`config.mk`:
```
export PLATFORM = sky130hd
export DESIGN_NAME = conv_job_ctrl
export DESIGN_NICKNAME = d
export VERILOG_FILES = /design/src/rtl/conv_job_ctrl.sv
export SDC_FILE = /design/constraint.sdc
export NUM_CORES = 1
export LEC_CHECK = 0
export BUFFER_PORTS_ARGS = -buffer_cell sky130_fd_sc_hd__buf_2
export CELL_PAD_IN_SITES_DETAIL_PLACEMENT = 1
export CELL_PAD_IN_SITES_GLOBAL_PLACEMENT = 1
export CORE_ASPECT_RATIO = 1.2
export CORE_MARGIN = 8
export CORE_UTILIZATION = 45
export DETAILED_ROUTE_END_ITERATION = 7
export PLACE_DENSITY_LB_ADDON = 0.1
export SLEW_MARGIN = 20
export SYNTH_ARGS = -nofsm -noshare
export SYNTH_HDL_FRONTEND = slang
export SYNTH_SLANG_ARGS = --single-unit
```
`constraint.sdc`:
```
create_clock -name clk -period 4.53 [get_ports clk]
set_input_delay 0 -clock clk [delete_from_list [all_inputs] [get_ports clk]]
set_output_delay 0 -clock clk [all_outputs]
set_load 0.01 [all_outputs]
```
`src/rtl/conv_job_ctrl.sv`:
```
// conv_job_ctrl -- job sequencer for a convolution engine.
//
// Takes one job descriptor, streams the image into the engine input memory,
// starts the engine, waits for it to finish, then streams the results out
// through a 2-entry skid buffer.
//
// Ports:
//   clk, rst_n                    clock, asynchronous active-low reset
//   cfg_valid/cfg_ready/cfg_dims  job descriptor
//                                 {stride_y, stride_x, kernel_h, kernel_w,
//                                  data_h, data_w}
//   in_valid/in_ready/in_data     image stream, 4 pixels per word
//   out_valid/out_ready/out_data/out_last  result stream
//   eng_cfg                       {result_h, result_w, cfg_dims} for the engine
//   eng_mi_addr/data/wr           engine input memory write port (byte address)
//   eng_mo_addr/eng_mo_data       engine result read port (word index, 1-cycle latency)
//   eng_start/eng_done            engine kick / completion
//   busy, err                     job in progress / descriptor-reject pulse
//
// Optional build: define CONV_JOB_CTRL_PERF_EN to add the perf_load,
// perf_compute and perf_drain cycle counters for the most recent job.
module conv_job_ctrl #(
  parameter int DSIZE = 1024,
  parameter int AW    = $clog2(DSIZE) + 1
) (
  input  logic          clk,
  input  logic          rst_n,
  input  logic          cfg_valid,
  output logic          cfg_ready,
  input  logic [31:0]   cfg_dims,
  input  logic          in_valid,
  output logic          in_ready,
  input  logic [31:0]   in_data,
  output logic          out_valid,
  input  logic          out_ready,
  output logic [31:0]   out_data,
  output logic          out_last,
  output logic [47:0]   eng_cfg,
  output logic [AW-1:0] eng_mi_addr,
  output logic [31:0]   eng_mi_data,
  output logic          eng_mi_wr,
  output logic [AW-1:0] eng_mo_addr,
  input  logic [31:0]   eng_mo_data,
  output logic          eng_start,
  input  logic          eng_done,
  output logic          busy,
`ifdef CONV_JOB_CTRL_PERF_EN
  output logic [31:0]   perf_load,
  output logic [31:0]   perf_compute,
  output logic [31:0]   perf_drain,
`endif
  output logic          err
);

  typedef enum logic [2:0] {
    S_IDLE,
    S_LOAD,
    S_KICK,
    S_WAIT,
    S_DRAIN
  } state_e;

  state_e      state_q, state_d;
  logic [31:0] dims_q, dims_d;
  logic [7:0]  res_w_q, res_w_d;
  logic [7:0]  res_h_q, res_h_d;
  logic [15:0] words_q, words_d;     // input words to accept in LOAD
  logic [15:0] nres_q, nres_d;       // results to drain
  logic [15:0] beat_q, beat_d;       // input word index
  logic [15:0] rd_idx_q, rd_idx_d;   // next result index to read
  logic        pend_q, pend_d;       // a read is in flight (data arrives this cycle)
  logic        pend_last_q, pend_last_d;
  logic [1:0]  cnt_q, cnt_d;         // skid buffer occupancy
  logic [31:0] buf0_q, buf0_d;       // head entry, drives out_data
  logic [31:0] buf1_q, buf1_d;
  logic        last0_q, last0_d;
  logic        last1_q, last1_d;
  logic        err_q, err_d;
  logic        cfg_ready_q, cfg_ready_d;
`ifdef CONV_JOB_CTRL_PERF_EN
  logic [31:0] perf_load_q, perf_load_d;
  logic [31:0] perf_compute_q, perf_compute_d;
  logic [31:0] perf_drain_q, perf_drain_d;
`endif

  // Descriptor decode
  logic [7:0]  c_dw, c_dh;
  logic [3:0]  c_kw, c_kh, c_sx, c_sy;
  logic [3:0]  c_sx_nz, c_sy_nz;
  logic [15:0] c_area;
  logic [7:0]  c_rw, c_rh;
  logic [15:0] c_words;
  logic [15:0] c_nres;
  logic        c_bad;

  assign c_dw    = cfg_dims[7:0];
  assign c_dh    = cfg_dims[15:8];
  assign c_kw    = cfg_dims[19:16];
  assign c_kh    = cfg_dims[23:20];
  assign c_sx    = cfg_dims[27:24];
  assign c_sy    = cfg_dims[31:28];
  // Zero strides are rejected; substitute 1 so the divider never sees 0.
  assign c_sx_nz = (c_sx == 4'd0) ? 4'd1 : c_sx;
  assign c_sy_nz = (c_sy == 4'd0) ? 4'd1 : c_sy;
  assign c_area  = {8'd0, c_dw} * {8'd0, c_dh};
  assign c_rw    = (c_dw - {4'd0, c_kw}) / {4'd0, c_sx_nz};
  assign c_rh    = (c_dh - {4'd0, c_kh}) / {4'd0, c_sy_nz};
  // Area is at most 255*255, so adding 3 cannot overflow 16 bits.
  assign c_words = (c_area + 16'd3) >> 2;
  assign c_nres  = {8'd0, c_rw} * {8'd0, c_rh};
  assign c_bad   = (c_sx == 4'd0) || (c_sy == 4'd0) ||
                   (c_kw == 4'd0) || (c_kh == 4'd0) ||
                   ({4'd0, c_kw} > c_dw) || ({4'd0, c_kh} > c_dh) ||
                   ({16'd0, c_area} > 32'(DSIZE));

  // Skid buffer control
  logic       pop;
  logic       issue;
  logic [1:0] occ;
  logic [1:0] cnt_pop;

  assign out_valid   = (state_q == S_DRAIN) && (cnt_q != 2'd0);
  assign out_data    = buf0_q;
  assign out_last    = out_valid && last0_q;
  assign cfg_ready   = cfg_ready_q;
  assign err         = err_q;
  assign busy        = (state_q != S_IDLE);
  assign eng_cfg     = {res_h_q, res_w_q, dims_q};
  assign eng_mi_addr = AW'({beat_q, 2'b00});
  assign eng_mi_data = in_data;
  assign eng_mo_addr = AW'(rd_idx_q);
`ifdef CONV_JOB_CTRL_PERF_EN
  assign perf_load    = perf_load_q;
  assign perf_compute = perf_compute_q;
  assign perf_drain   = perf_drain_q;
`endif

  always_comb begin
    state_d     = state_q;
    dims_d      = dims_q;
    res_w_d     = res_w_q;
    res_h_d     = res_h_q;
    words_d     = words_q;
    nres_d      = nres_q;
    beat_d      = beat_q;
    rd_idx_d    = rd_idx_q;
    pend_d      = 1'b0;
    pend_last_d = pend_last_q;
    cnt_d       = cnt_q;
    buf0_d      = buf0_q;
    buf1_d      = buf1_q;
    last0_d     = last0_q;
    last1_d     = last1_q;
    err_d       = 1'b0;
    in_ready    = 1'b0;
    eng_mi_wr   = 1'b0;
    eng_start   = 1'b0;
    issue       = 1'b0;
    pop         = out_valid && out_ready;
    occ         = cnt_q + {1'b0, pend_q};
    cnt_pop     = cnt_q - {1'b0, pop};
`ifdef CONV_JOB_CTRL_PERF_EN
    perf_load_d    = perf_load_q;
    perf_compute_d = perf_compute_q;
    perf_drain_d   = perf_drain_q;
`endif

    case (state_q)
      S_IDLE: begin
        if (cfg_valid && cfg_ready_q) begin
          if (c_bad) begin
            err_d = 1'b1;
          end else begin
            dims_d   = cfg_dims;
            res_w_d  = c_rw;
            res_h_d  = c_rh;
            words_d  = c_words;
            nres_d   = c_nres;
            beat_d   = 16'd0;
            rd_idx_d = 16'd0;
            state_d  = S_LOAD;
`ifdef CONV_JOB_CTRL_PERF_EN
            perf_load_d    = 32'd0;
            perf_compute_d = 32'd0;
            perf_drain_d   = 32'd0;
`endif
          end
        end
      end
      S_LOAD: begin
        in_ready = 1'b1;
        if (in_valid) begin
          eng_mi_wr = 1'b1;
          beat_d    = beat_q + 16'd1;
          if (beat_q == words_q - 16'd1) state_d = S_KICK;
        end
      end
      S_KICK: begin
        eng_start = 1'b1;
        state_d   = S_WAIT;
      end
      S_WAIT: begin
        if (eng_done) state_d = (nres_q == 16'd0) ? S_IDLE : S_DRAIN;
      end
      S_DRAIN: begin
        // Issue only if the data returning next cycle is guaranteed a slot:
        // buffered + in-flight entries must leave room after this cycle's pop.
        issue = (rd_idx_q != nres_q) && ((occ < 2'd2) || pop);
        if (issue) begin
          rd_idx_d    = rd_idx_q + 16'd1;
          pend_d      = 1'b1;
          pend_last_d = (rd_idx_q == nres_q - 16'd1);
        end
        if (pop && last0_q) state_d = S_IDLE;
      end
      default: state_d = S_IDLE;
    endcase

    // Skid buffer: pop shifts entry 1 to the head, then returning read data
    // lands in the first free slot.
    if (pop) begin
      buf0_d  = buf1_q;
      last0_d = last1_q;
    end
    if (pend_q) begin
      if (cnt_pop == 2'd0) begin
        buf0_d  = eng_mo_data;
        last0_d = pend_last_q;
      end else begin
        buf1_d  = eng_mo_data;
        last1_d = pend_last_q;
      end
    end
    cnt_d = cnt_pop + {1'b0, pend_q};

`ifdef CONV_JOB_CTRL_PERF_EN
    if (state_q == S_LOAD) perf_load_d = perf_load_q + 32'd1;
    if ((state_q == S_KICK) || (state_q == S_WAIT)) perf_compute_d = perf_compute_q + 32'd1;
    if (state_q == S_DRAIN) perf_drain_d = perf_drain_q + 32'd1;
`endif

    cfg_ready_d = (state_d == S_IDLE);
  end

  always_ff @(posedge clk or negedge rst_n) begin
    if (!rst_n) begin
      state_q     <= S_IDLE;
      dims_q      <= '0;
      res_w_q     <= '0;
      res_h_q     <= '0;
      words_q     <= '0;
      nres_q      <= '0;
      beat_q      <= '0;
      rd_idx_q    <= '0;
      pend_q      <= 1'b0;
      pend_last_q <= 1'b0;
      cnt_q       <= '0;
      buf0_q      <= '0;
      buf1_q      <= '0;
      last0_q     <= 1'b0;
      last1_q     <= 1'b0;
      err_q       <= 1'b0;
      cfg_ready_q <= 1'b0;
`ifdef CONV_JOB_CTRL_PERF_EN
      perf_load_q    <= '0;
      perf_compute_q <= '0;
      perf_drain_q   <= '0;
`endif
    end else begin
      state_q     <= state_d;
      dims_q      <= dims_d;
      res_w_q     <= res_w_d;
      res_h_q     <= res_h_d;
      words_q     <= words_d;
      nres_q      <= nres_d;
      beat_q      <= beat_d;
      rd_idx_q    <= rd_idx_d;
      pend_q      <= pend_d;
      pend_last_q <= pend_last_d;
      cnt_q       <= cnt_d;
      buf0_q      <= buf0_d;
      buf1_q      <= buf1_d;
      last0_q     <= last0_d;
      last1_q     <= last1_d;
      err_q       <= err_d;
      cfg_ready_q <= cfg_ready_d;
`ifdef CONV_JOB_CTRL_PERF_EN
      perf_load_q    <= perf_load_d;
      perf_compute_q <= perf_compute_d;
      perf_drain_q   <= perf_drain_d;
`endif
    end
  end

endmodule

```
==> summary.txt, run 1 <==
Die Wd: 189 µm
vias: 18800
mean routed wirelength per cell: 30.7 µm
measured slew at the worst slew-check pin: 1240 ps
critical path endpoint category: flip-flop
P&R area growth vs syn: 50.7%
#FFs+latches synth: 185
syn_area_per_cell: 8.75 µm²
share of post-route cells with drive strength above 1: 42.0%
Worst R2R Setup Slack: 1050 ps
Place WS: -10030 ps
port bufs: 177
# IOs: 244
Max Used Layer: met5
outcome: complete, but fails checks
failing checks: negative setup slack
Overflow after GRT: 0
clk_skew: 38.5 ps
fmax: 0.0653 GHz
GRT Total Usage: 30.9%
Cell variety after synth: 84
Final setup viols: 112
crit path time final: 15320 ps
hold path endpoint: eng_mi_data[3]
Most used DFF post-synth: dfrtp_1
setup TNS: -206620 ps
initial antenna violation count: 1
Syn Inst Count: 1855
vias per cell: 6.29
final cycle utilization of the critical path: 338%
RR Startpoint: words_q[5]
Startpoint Class: primary input
Setup WS post-layout: -10790 ps
Clock Path Buffers: 2
met2 wire length: 43300 µm
crit path kind: in -> reg
largest net degree at the start of global routing: 121
clk slew on worst S/H paths: 80 ps
Post-synth ARST share: 100%
WP data required: 4900 ps
Post-synth EDFFs: 0
number of nets in the layout: 2812
hold depth: 0
Slew Limit Fails: 0
routed wl met3: 8960 µm
Hold WC Path Type: in -> out
clock sink total: 185
Worst EP arrival: 15690 ps
number of global-route vias before repair: 18900
post-route met1 wirelength: 30100 µm
drt drc: 0
CTS tree: yes
Die H: 224 µm
crit-path most repeated cell: buf_4
later-pin clock latency in the skew report: 510 ps
core region area: 0.0358 mm²
Final Wtd Congestion: 0.931
first-pass GRT wire length: 104000 µm
starting density of the core: 45.4%
RSZ-0062 raised after global routing: yes
dpl hpwl: 41800 µm
# rows: 76
warning count from the yosys run: 0
Num CTS Buffers: 17
final wirelength: 91600 µm
CP max-delay cell: fa_1
Hold Fails Final Rpt: 0
die area: 0.0424 mm²
Pre-antenna DRT Iters: 8
Max Cap Viol: 0
# H-tree levels: 4
Largest stage delay, worst path: 590 ps
cell family with most CP delay: compound AO/OA/AOI/OAI gates
CP max FO: 4
sequential cell area fraction in the yosys report: 28.5%
Slew HR: 16.5%
FF-to-FF End: cfg_ready
iteration-0 DRC count of the detailed router: 1696
worst path bufs/invs: 26
Mapped Area: 0.0162 mm²
DRT antenna net count: 0
hold path start: in_data[3]
reg2reg path depth: 11
clock root buffer: clkbuf_16
-- synthesized netlist by cell type, types with 10 or more instances --
master,number,share of area (%)
nand2_1,236,5.5
dfrtp_1,185,29
nor2_1,170,3.9
inv_1,156,3.6
ha_1,140,11
o21ai_0,92,2.8
a21oi_1,82,2.5
fa_1,74,9.1
xnor2_1,71,3.8
clkbuf_1,55,1.3
buf_4,54,2.5
xor2_1,49,2.6
and2_1,44,1.7
mux2i_1,44,2.7
nor3_1,44,1.4
mux2_2,42,2.9
o21a_1,28,1.3
nand3_1,25,0.77
nand2b_1,22,0.85
nand4_1,16,0.62
a21o_1,14,0.65
nor2b_1,14,0.54
o31ai_1,14,0.65
a211oi_1,13,0.60
nor4_1,13,0.50
o211ai_1,12,0.55
and3_1,10,0.39
or2_2,10,0.39
or3_1,10,0.39
-- area by class of cell --
cell class | count | area, µm²
clock inverters | 14 | 179
fillers | 3867 | 11300
well taps | 468 | 586
multi-input cells | 1395 | 12200
diodes | 4 | 10.0
repair buffers | 741 | 5820
inverters | 156 | 632
flip-flops and latches | 185 | 4630
clock buffers | 18 | 429
-- flip-flops by register name, indices dropped and copies added, names as in the netlist --
register     cells
cnt_q            2
buf1_q          32
cfg_ready        1
last0_q          1
nres_q          16
err              1
dims_q          32
last1_q          1
res_w_q          8
beat_q          16
rd_idx_q        16
out_data        32
res_h_q          8
pend_last_q      1
words_q         14
state_q          3
pend_q           1
-- what timing repair did --
| item | 4_1_cts | 5_1_grt |
|---|---|---|
| gates cloned | 1 | 5 |
| endpoints found under the hold margin | 158 | 0 |
| gates resized for setup | 161 | 236 |
| endpoints found under the setup margin | 113 | 113 |
| setup buffers | 122 | 64 |
| pin swaps | 131 | 169 |
| hold buffers | 59 | 0 |
-- cells in the final DEF, fill, tap and decap left out, types with 14 or more instances in the layout --
cell type	synthesis	layout
inv_2	0	23
nand2_1	236	219
o21ai_1	5	22
nor2_2	0	15
nand3_1	25	20
a21oi_1	82	55
buf_12	0	14
buf_4	54	431
o21ai_2	3	27
xor2_1	49	46
buf_2	8	167
fa_1	74	61
buf_6	0	54
mux2i_1	44	42
nand4_1	16	16
nand2b_1	22	20
nor3_1	44	36
ha_4	0	49
dfrtp_1	185	185
a21oi_2	1	16
mux2_2	42	40
ha_1	140	88
clkbuf_16	0	21
o21a_1	28	28
inv_1	156	128
a21oi_4	2	14
nor2_1	170	143
and2_1	44	40
o21ai_0	92	46
dlygate4sd3_1	0	59
xnor2_1	71	68
-- worst reg2reg max path: stages (launching register included) --
cell and delay, ps:
dfrtp_1 470, nor4_1 510, nand2b_1 230, nor4_1 500, and4_1 290, o211ai_1 80, or4_1 460, a21oi_1 270
a21boi_0 140, o21ai_0 170, nand2_1 90, nor3_1 190
-- per-stage QoR --
step           area (µm²)  hold slack, ps  utilization (%)  std cells
2_1_floorplan       16900            -296                -       1856
3_3_place_gp        20100          0.0686             56.3       2714
3_5_place_dp        20100          0.0686             56.3       2714
4_1_cts             22900          0.0686             64.1       2922
5_1_grt             24500          0.0169             68.4       2979
6_report            24500         0.00445             68.5       2981
-- worst max path at each step --
stage                 start  slack [ps]          to  cells past startpoint
3_5_place_dp   cfg_dims[19]      -10030  nres_q[15]                     77
6_report        cfg_dims[0]      -10790  nres_q[14]                     84
2_1_floorplan  cfg_dims[19]       -9390  nres_q[15]                     79
5_1_grt        cfg_dims[18]      -10750  nres_q[14]                     84
3_3_place_gp   cfg_dims[19]       -9300  nres_q[15]                     78
4_1_cts        cfg_dims[19]       -8860  nres_q[15]                     77
-- kinds of logic (layout without fill, tap and decap cells) --
kind of cell	count (synthesis)	count (layout)	share of synthesized area [%]
buf+inv	276	929	7.69
simple gates	645	645	18.5
xor+xnor	120	120	6.47
flops	185	185	28.5
compound gates	326	326	13.1
other cells	1	6	0.0231
fa+ha+maj	215	215	20.0
mux	87	87	5.72
-- layer usage --
metal | vias up | global-route usage, %
met4 | 2 | 19.2
met3 | 695 | 5.63
met5 | - | 0
li1 | 7498 | -
met1 | 9159 | 32.4
met2 | 1407 | 56.3
Power of run 1 is left out: the tool's default activity adds up to more than one toggle a clock period on the data nets, which glitch-free logic cannot reach.
==> run 2: changes to the inputs <==
--- a/config.mk
+++ b/config.mk
@@ -10,8 +10,9 @@
 export CELL_PAD_IN_SITES_GLOBAL_PLACEMENT = 1
 export CORE_ASPECT_RATIO = 1.2
 export CORE_MARGIN = 8
-export CORE_UTILIZATION = 45
+export CORE_UTILIZATION = 36
 export DETAILED_ROUTE_END_ITERATION = 7
+export MAX_ROUTING_LAYER = met4
 export PLACE_DENSITY_LB_ADDON = 0.1
 export SLEW_MARGIN = 20
 export SYNTH_ARGS = -nofsm -noshare
==> summary.txt, run 2 (synthesis results as in run 1) <==
GRT Total Usage: 22.0% (-8.9 points)
clock sink total: 185 (unchanged)
Largest stage delay, worst path: 520 ps (-70 ps)
vias: 15400 (-18%)
Setup WS post-layout: -8640 ps (+2150 ps)
DRT antenna net count: 0 (unchanged)
core region area: 0.0447 mm² (+25%)
final cycle utilization of the critical path: 291% (-47 points)
starting density of the core: 36.3% (-9.1 points)
first-pass GRT wire length: 90000 µm (-13%)
mean routed wirelength per cell: 19.3 µm (-37%)
filler instances: 5095 (+32%)
Clock Path Buffers: 2 (unchanged)
die area: 0.0522 mm² (+23%)
Startpoint Class: primary input
Hold Fails Final Rpt: 0 (unchanged)
Overflow after GRT: 0 (unchanged)
fmax: 0.0759 GHz (+16%)
largest net degree at the start of global routing: 106 (-12%)
vias per cell: 5.13 (-19%)
CP max-delay cell: fa_1
crit path kind: in -> reg
CTS tree: yes
dpl hpwl: 42400 µm (+1.5%)
number of nets in the layout: 2747 (-2.3%)
outcome: complete, but fails checks
most frequent cells in the layout: buf_4, nand2_1, dfrtp_1
antenna cells: 0 (-4)
WHS: 0.00443 ps (-0.0000118 ps)
iteration-0 DRC count of the detailed router: 524 (-69%)
RSZ-0062 raised after global routing: yes
final wirelength: 57900 µm (-37%)
drt drc: 0 (unchanged)
Final setup viols: 24 (-79%)
# rows: 85 (+12%)
crit path time final: 13170 ps (-2150 ps)
Num CTS Buffers: 17 (unchanged)
Die Wd: 210 µm (+11%)
crit-path most repeated cell: ha_4
failing checks: negative setup slack
most common cell after layout, fill and taps aside: buf_4
Max Cap Viol: 0 (unchanged)
CP max FO: 5 (+1)
# H-tree levels: 4 (unchanged)
Final Wtd Congestion: 0.882 (-5.3%)
port bufs: 177 (unchanged)
Hold WC Path Type: in -> out
# IOs: 244 (unchanged)
clk slew on worst S/H paths: 90 ps (about the same)
share of post-route cells with drive strength above 1: 38.4% (-3.5 points)
initial antenna violation count: 0 (-1)
clock root buffer: clkbuf_16
Die H: 249 µm (+11%)
clk_skew: 20.9 ps (-17.6 ps)
Worst EP arrival: 13530 ps (-2160 ps)
later-pin clock latency in the skew report: 480 ps (-30 ps)
Slew Limit Fails: 0 (unchanged)
measured slew at the worst slew-check pin: 720 ps (-522 ps)
Pre-antenna DRT Iters: 5 (-3)
WP data required: 4890 ps (about the same)
number of global-route vias before repair: 16900 (-11%)
P&R area growth vs syn: 46.1%
critical path endpoint category: flip-flop
Slew HR: 52.0% (+35 points)
run 2: cell types whose count changed in the layout (fill, tap and decap cells not counted), sizes merged:
cell,delta
diode,-4
clkinvlp,-1
buf,-66
bufinv,-2
inv,+4
run 2: layout make-up:
type | count | area [µm²] | area share, %
multi-input cells | 1395 | 11900 | 50.0
repair buffers | 676 | 5260 | 22.2
flip-flops and latches | 185 | 4630 | 19.5
well taps | 565 | 707 | 2.98
inverters | 156 | 624 | 2.63
clock buffers | 17 | 425 | 1.79
clock inverters | 15 | 203 | 0.854
run 2: layer usage:
metal  track usage, %  vias up  part of all wire, %
met3             2.59       83                  2.6
li1                 -     7363                    -
met1             25.5     7733                   43
met2             39.0      250                   52
met4             7.62        0                  2.8
met5                -        -                    0
run 2: stage by stage:
| stage | utilization, % | worst slack (ps) | std cells | area [µm²] | setup TNS (ps) |
|---|---|---|---|---|---|
| 3_3_place_gp | 45.3 | -9380 | 2811 | 20300 | -229610 |
| 6_report | 53.1 | -8640 | 3009 | 23700 | -146470 |
| 5_1_grt | 53.1 | -9270 | 3009 | 23700 | -161590 |
| 4_1_cts | 50.4 | -8620 | 2960 | 22500 | -144470 |
| 2_1_floorplan | - | -9390 | 1856 | 16900 | -160000 |
| 3_5_place_dp | 45.3 | -9890 | 2811 | 20300 | -238190 |
run 2: worst paths after layout:
path                              start              end  slack, ps  depth (start not counted)
max in group asynchronous         rst_n     out_data[10]       3390                          3
setup / recovery           cfg_dims[19]       nres_q[14]      -8640                         75
setup reg to reg             words_q[5]        cfg_ready       1120                         11
min in group asynchronous         rst_n        beat_q[0]        130                          2
hold reg to reg               dims_q[5]        dims_q[5]        470                          2
hold / removal              in_data[31]  eng_mi_data[31]      0.004                          0
run 2: worst max-delay path: cells and delay by family:
kind            cells  cell delay, ps
compound gates     29            4220
xor+xnor            2             330
fa+ha+maj          14            4270
buf+inv            10             710
mux                 2             530
simple gates       18            3450
run 2: repair_timing:
item,4_1_cts,5_1_grt
hold buffers,59,0
endpoints found under the hold margin,173,0
cloned,0,10
endpoints found under the setup margin,111,111
buffers inserted,61,50
pin swaps,137,137
resized for setup,126,165
Power of run 2 is left out for the same reason.
